$ cat src/rtl/spi_flash_pkg.sv
// rtl/spi_flash_pkg.sv - shared constants and FSM encoding for the SPI flash reader
package spi_flash_pkg;

  localparam logic [7:0] READ_OPCODE       = 8'h03;
  localparam int         ADDR_W            = 24;
  localparam int         SCLK_HALF_DEFAULT = 1;

  typedef enum logic [2:0] {
    ST_IDLE,
    ST_CMD,
    ST_ADDR,
    ST_DATA,
    ST_STALL,
    ST_FINISH,
    ST_GAP
  } state_t;

endpackage

$ cat src/rtl/spi_bit_engine.sv
// rtl/spi_bit_engine.sv - SCLK divider plus MSB-first shift register for mode-0 SPI
module spi_bit_engine
  import spi_flash_pkg::*;
#(
  parameter int SCLK_HALF = SCLK_HALF_DEFAULT
) (
  input  logic              clock_12mhz,
  input  logic              reset,
  input  logic              load,
  input  logic [ADDR_W-1:0] load_word,
  input  logic [4:0]        load_bits,
  input  logic              run,
  input  logic              miso,
  output logic              sclk,
  output logic              mosi,
  output logic [7:0]        rx_byte,
  output logic              shift_done
);

  localparam int DIV_W = (SCLK_HALF > 1) ? $clog2(SCLK_HALF) : 1;

  logic [DIV_W-1:0]  div;
  logic [ADDR_W-1:0] sh;
  logic [4:0]        bits;
  logic              active;
  logic              edge_now;

  assign edge_now   = active && run && (div == DIV_W'(SCLK_HALF - 1));
  // Strobe on the final falling edge so the next segment can load without a gap.
  assign shift_done = edge_now && sclk && (bits == 5'd1);

  always_ff @(posedge clock_12mhz) begin
    if (reset) begin
      div     <= '0;
      sh      <= '0;
      bits    <= '0;
      active  <= 1'b0;
      sclk    <= 1'b0;
      mosi    <= 1'b0;
      rx_byte <= '0;
    end else if (load && !active) begin
      sh     <= load_word;
      mosi   <= load_word[ADDR_W-1];
      bits   <= load_bits;
      active <= 1'b1;
      div    <= '0;
      sclk   <= 1'b0;
    end else if (edge_now) begin
      div  <= '0;
      sclk <= !sclk;
      if (sclk) begin
        rx_byte <= {rx_byte[6:0], miso};
        if (bits == 5'd1) begin
          if (load) begin
            sh   <= load_word;
            mosi <= load_word[ADDR_W-1];
            bits <= load_bits;
          end else begin
            active <= 1'b0;
            mosi   <= 1'b0;
          end
        end else begin
          sh   <= {sh[ADDR_W-2:0], 1'b0};
          mosi <= sh[ADDR_W-2];
          bits <= bits - 5'd1;
        end
      end
    end else if (active && run) begin
      div <= div + DIV_W'(1);
    end
  end

endmodule

$ cat src/rtl/spi_flash_reader.sv
// rtl/spi_flash_reader.sv - READ (0x03) controller streaming flash bytes over valid/ready
module spi_flash_reader
  import spi_flash_pkg::*;
#(
  parameter int SCLK_HALF = SCLK_HALF_DEFAULT,
  parameter int LEN_W     = 16,
  parameter int CS_GAP    = 4
) (
  input  logic              clock_12mhz,
  input  logic              reset,
  input  logic              start,
  input  logic [ADDR_W-1:0] addr,
  input  logic [LEN_W-1:0]  len,
  output logic              busy,
  output logic              done,
  output logic [7:0]        data,
  output logic              data_valid,
  input  logic              data_ready,
  output logic              flash_cs,
  output logic              flash_sclk,
  output logic              flash_mosi,
  input  logic              flash_miso
);

  localparam int GAP_W = $clog2(CS_GAP + 1);

  state_t            state;
  logic [ADDR_W-1:0] addr_q;
  logic [LEN_W-1:0]  len_q;
  logic [LEN_W-1:0]  cnt;
  logic [GAP_W-1:0]  gap_cnt;
  logic              byte_pending;
  logic              last_byte;
  logic              eng_load;
  logic [ADDR_W-1:0] eng_word;
  logic [4:0]        eng_bits;
  logic              eng_run;
  logic              shift_done;
  logic [7:0]        rx_byte;

  assign last_byte = (cnt + LEN_W'(1)) == len_q;
  // Freeze SCLK as soon as a finished byte cannot be handed over.
  assign eng_run   = (state != ST_STALL) &&
                     !(state == ST_DATA && byte_pending && data_valid && !data_ready);

  always_comb begin
    eng_load = 1'b0;
    eng_word = '0;
    eng_bits = 5'd8;
    case (state)
      ST_IDLE: if (start && len != '0) begin
        eng_load = 1'b1;
        eng_word = {READ_OPCODE, {(ADDR_W-8){1'b0}}};
      end
      ST_CMD: if (shift_done) begin
        eng_load = 1'b1;
        eng_word = addr_q;
        eng_bits = 5'd24;
      end
      ST_ADDR: eng_load = shift_done;
      ST_DATA: eng_load = shift_done && !last_byte;
      default: ;
    endcase
  end

  spi_bit_engine #(.SCLK_HALF(SCLK_HALF)) u_engine (
    .clock_12mhz (clock_12mhz),
    .reset       (reset),
    .load        (eng_load),
    .load_word   (eng_word),
    .load_bits   (eng_bits),
    .run         (eng_run),
    .miso        (flash_miso),
    .sclk        (flash_sclk),
    .mosi        (flash_mosi),
    .rx_byte     (rx_byte),
    .shift_done  (shift_done)
  );

  always_ff @(posedge clock_12mhz) begin
    if (reset) begin
      state        <= ST_IDLE;
      addr_q       <= '0;
      len_q        <= '0;
      cnt          <= '0;
      gap_cnt      <= '0;
      byte_pending <= 1'b0;
      busy         <= 1'b0;
      done         <= 1'b0;
      data         <= '0;
      data_valid   <= 1'b0;
      flash_cs     <= 1'b1;
    end else begin
      done <= 1'b0;
      if (data_valid && data_ready) data_valid <= 1'b0;
      case (state)
        ST_IDLE: if (start) begin
          addr_q  <= addr;
          len_q   <= len;
          cnt     <= '0;
          gap_cnt <= '0;
          busy    <= 1'b1;
          if (len == '0) begin
            state <= ST_GAP;
          end else begin
            flash_cs <= 1'b0;
            state    <= ST_CMD;
          end
        end
        ST_CMD:  if (shift_done) state <= ST_ADDR;
        ST_ADDR: if (shift_done) state <= ST_DATA;
        ST_DATA: begin
          if (shift_done) begin
            byte_pending <= 1'b1;
            cnt          <= cnt + LEN_W'(1);
          end
          if (byte_pending) begin
            if (!data_valid || data_ready) begin
              data         <= rx_byte;
              data_valid   <= 1'b1;
              byte_pending <= 1'b0;
              if (cnt == len_q) begin
                flash_cs <= 1'b1;
                state    <= ST_FINISH;
              end
            end else begin
              state <= ST_STALL;
            end
          end
        end
        ST_STALL: if (data_ready) begin
          data         <= rx_byte;
          data_valid   <= 1'b1;
          byte_pending <= 1'b0;
          if (cnt == len_q) begin
            flash_cs <= 1'b1;
            state    <= ST_FINISH;
          end else begin
            state <= ST_DATA;
          end
        end
        ST_FINISH: if (!data_valid) begin
          gap_cnt <= '0;
          state   <= ST_GAP;
        end
        ST_GAP: begin
          if (gap_cnt == GAP_W'(CS_GAP - 1)) begin
            done  <= 1'b1;
            busy  <= 1'b0;
            state <= ST_IDLE;
          end else begin
            gap_cnt <= gap_cnt + GAP_W'(1);
          end
        end
        default: state <= ST_IDLE;
      endcase
    end
  end

endmodule
$ cat config.mk
export PLATFORM = sky130hd
export DESIGN_NAME = spi_flash_reader
export DESIGN_NICKNAME = d
export VERILOG_FILES = /design/src/rtl/spi_flash_pkg.sv /design/src/rtl/spi_bit_engine.sv /design/src/rtl/spi_flash_reader.sv
export SDC_FILE = /design/constraint.sdc
export NUM_CORES = 1
export LEC_CHECK = 0
export ABC_AREA = 1
export CAP_MARGIN = 20
export CORE_MARGIN = 2
export CORE_UTILIZATION = 50
export DETAILED_ROUTE_END_ITERATION = 7
export GPL_TIMING_DRIVEN = 0
export PLACE_DENSITY = 0.7
export SYNTH_ARGS = -nofsm -noshare
export SYNTH_HDL_FRONTEND = slang
export SYNTH_SLANG_ARGS = --single-unit
$ cat constraint.sdc
create_clock -name clock_12mhz -period 2.05 [get_ports clock_12mhz]
set_clock_uncertainty 0.05 [all_clocks]
set_input_delay 0.5125 -clock clock_12mhz [delete_from_list [all_inputs] [get_ports clock_12mhz]]
set_output_delay 0.5125 -clock clock_12mhz [all_outputs]
set_load 0.01 [all_outputs]
==> impl_metrics.csv <==
group,metric,value,unit
layout,final_common_cell,"nor2_1",
yosys,synth.distinct_cells,42,
floorplanning,rows,39,
layout,fin_util,71.4,%
worst_setup_path,reg2regPathDepth,18,
placed_design,io_buffers,57,
worst_setup_path,worstPathArrival,2.74,ns
drt,drc,0,
cts,clk_pin_slew_worst_paths,0.05,ns
worst_setup_path,cp_slowest_stage_delay,0.36,ns
layout,final_layout_size_suffix_gt1_share,20.6,%
worst_setup_path,endpoint_kind,"flip-flop",
floorplanning,core-area,11300,sq um
pwr,power_switching,3.97,mW
timing,whs,0.421,ns
drt,wl_met2,8.14,mm
yosys,synth.net_count,913,
worst_setup_path,critical_path_required,2.31,ns
yosys,synth_edf_count,0,
layout,nNetsFinal,1027,
placed_design,placed_cells,1063,
timing,fmax,403,MHz
placed_design,dp_hpwl,10.9,mm
timing,slew_violations,0,
yosys,synth-main-ff-cell,"dfxtp_1",
grt,grt_pass1_vias,5697,
cts,clockBufferDepth,2,
layout,stdcell_count,1133,
cts,ctsHoldBuffers,0,
pwr,p_seq_share,28.5,%
pwr,power_frac_comb,38.5,%
timing,setup_viol,32,
yosys,syn-instance-count,863,
floorplanning,initial_utilization,51.0,%
layout,syn_to_final_growth,39.9,%
worst_setup_path,crit_fanout,7,
cts,htree_levels,4,
yosys,yosys_warnings,0,
yosys,syn_avg_cell_area,6.69,sq um
timing,relSlewSlack,49.2,%
worst_setup_path,critical_path.slowest_cell,"dfxtp_4",
pwr,vdd_ir_drop_max,835,uV
pwr,power.leakage,3.54,nW
grt,grt_max_degree,17,
status,violations,"negative setup slack",
status,run_status,"complete, but fails checks",
worst_setup_path,critical_path_class,"reg2reg",
grt,gr-total-overflow,0,
floorplanning,dieArea,12400,sq um
flow_run,maxCapViolations,0,
pwr,swShare,35.9,%
cts,cts_tree,"yes",
pwr,power_density,1370,nW/um^2
drt,num_vias,6041,
timing,rsz0062_at_grt,"yes",
drt,wl_met1,7.74,mm
pwr,power,11.1,mW
timing,hold_violations,0,
yosys,ys_ff_latch,115,
grt,grt_pass1_wl,27.5,mm
pwr,p_clk_share,33.0,%
cts,clkLatencyLatePin,0.42,ns
drt,ant_nets,0,
drt,routed_via_density,5.33,
cts,root_buffer,"clkbuf_16",
layout,num_antenna_cells,0,
worst_setup_path,path_cells,"ha_4 -> nand3_4 -> inv_4 -> buf_4 -> nand2_1 -> nand3_1 -> nor2_2 -> nand3_2 -> nor2_1 -> nand3_1 -> nand2_2 -> buf_4 -> nand3_4 -> nand2_8 -> buf_8 -> nand2_4 -> nand2_2 -> nor2_2",
grt,grt_use_total,27.3,%
timing,period_share,121,%
floorplanning,die_w,111,um
yosys,ys_seq_area_share,39.9,%
yosys,syn-cell-area,5780,sq um
drt,totalWireLength,17.6,mm
placed_design,pre_cts_slack,-0.966,ns
drt,drt_iter0_drc,481,
hold_path,hold_depth,2,
placed_design,gp_congestion,0.908,
layout,fill_cells,872,
floorplanning,die_h,111,um
cts,clock_sinks,115,
worst_setup_path,crit_path_start_kind,"flip-flop",
drt,highest_layer,"met4",
grt,antenna_found_initial,0,
floorplanning,io-pin-count,59,
layout,final_cell_mix,"203 x nor2_1, 134 x nand2_1, 105 x dfxtp_1, 70 x inv_1, 65 x o21ai_0",
pwr,internal_power,7.10,mW
drt,wl_per_cell,15.5,um
drt,dr.pass1.iters,5,
timing,period_minus_slack,2.48,ns
hold_path,hold_path.class,"reg2reg",
cts,cts_buffers,17,
timing,setup_slack,-0.431,ns
drt,met3_length,1.25,mm
timing,worstMarginPinSlew,0.762,ns
yosys,async_flop_share,0,%
==> final cells by class <==
class | instances | area, sq um | area share (%)
clock buffer | 19 | 443 | 5.48
sequential | 115 | 2320 | 28.8
inverter | 82 | 323 | 3.99
buffer | 36 | 250 | 3.10
clock inverter | 13 | 278 | 3.44
multi-input combinational | 630 | 3350 | 41.4
timing repair buffer | 95 | 935 | 11.6
tap | 143 | 179 | 2.21
==> layer usage <==
layer,global-route usage [%],vias to the layer above
met2,43.7,218
met1,36.2,2799
met4,10.1,0
met5,0,-
li1,-,2981
met3,6.48,43
==> synthesized netlist by cell type (9+ instances only) <==
master	count	area, sq um
a21oi_1	22	110
buf_2	10	50.1
clkbuf_1	21	78.8
dfxtp_1	115	2300
inv_1	71	267
inv_2	9	33.8
nand2_1	161	604
nand3_1	52	260
nor2_1	226	848
nor3_1	11	55.1
o21ai_0	66	330
xnor2_1	9	78.8
xor2_1	15	131
==> final timing paths <==
| path | slack, ns | startpoint | end |
|---|---|---|---|
| setup / recovery | -0.43 | cnt[1]$_SDFFE_PP0P_ | u_engine.sh[22]$_SDFFE_PP0P_ |
| hold / removal | 0.42 | gap_cnt[2]$_SDFFE_PP0P_ | gap_cnt[2]$_SDFFE_PP0P_ |
| setup reg to reg | -0.43 | cnt[1]$_SDFFE_PP0P_ | u_engine.sh[22]$_SDFFE_PP0P_ |
| hold reg to reg | 0.42 | gap_cnt[2]$_SDFFE_PP0P_ | gap_cnt[2]$_SDFFE_PP0P_ |
==> power by group through the flow <==
stage / logic (mW) / registers [mW] / clock network [mW]
3_3_place_gp: 3.16 / 3.13 / 0
5_1_grt: 4.69 / 3.20 / 3.79
3_5_place_dp: 3.22 / 3.14 / 0
4_1_cts: 3.82 / 3.12 / 3.65
6_report: 4.27 / 3.15 / 3.66
2_1_floorplan: 2.34 / 3.09 / 0
==> repair_timing <==
action                                  4_1_cts  5_1_grt
cloned                                        4        1
gates resized for setup                      64       79
endpoints found under the setup margin       97       93
buffers inserted                             19       15
pin swaps                                    21       24
==> sequential cells by signal (all words and copies together) (netlist names), 3 cells and up <==
register          flops
state                 3
addr_q               24
len_q                16
u_engine.sh          23
cnt                  16
u_engine.rx_byte      8
u_engine.bits         5
gap_cnt               3
data                  8
==> cells by family (layout without fill, tap and decap cells) <==
group	after synthesis	count (layout)	share of synthesized area, %
flip-flops	115	115	39.9
XOR/XNOR	24	24	3.64
multiplexers	1	1	0.173
adder cells (fa/ha/maj)	5	5	1.08
AND/OR/NAND/NOR	482	482	35.6
buffers and inverters	118	245	8.34
AO/OA/AOI/OAI	118	118	11.3
==> stage by stage <==
stage | TNS [ns] | area (sq um)
after global routing | -15.84 | 8080
after floorplan | -1.01 | 5830
after detailed placement | -80.47 | 6580
after CTS | -9.23 | 7720
after global placement | -77.74 | 6580
final | -11.81 | 8080
==> worst max-delay path, delay by kind of cell (launching register included) <==
family | cells | cell delay (ns)
adder cells (fa/ha/maj) | 1 | 0.18
flip-flops | 1 | 0.36
buffers and inverters | 4 | 0.45
AND/OR/NAND/NOR | 13 | 1.33
No activity file was read; power rests on OpenSTA's default activity.
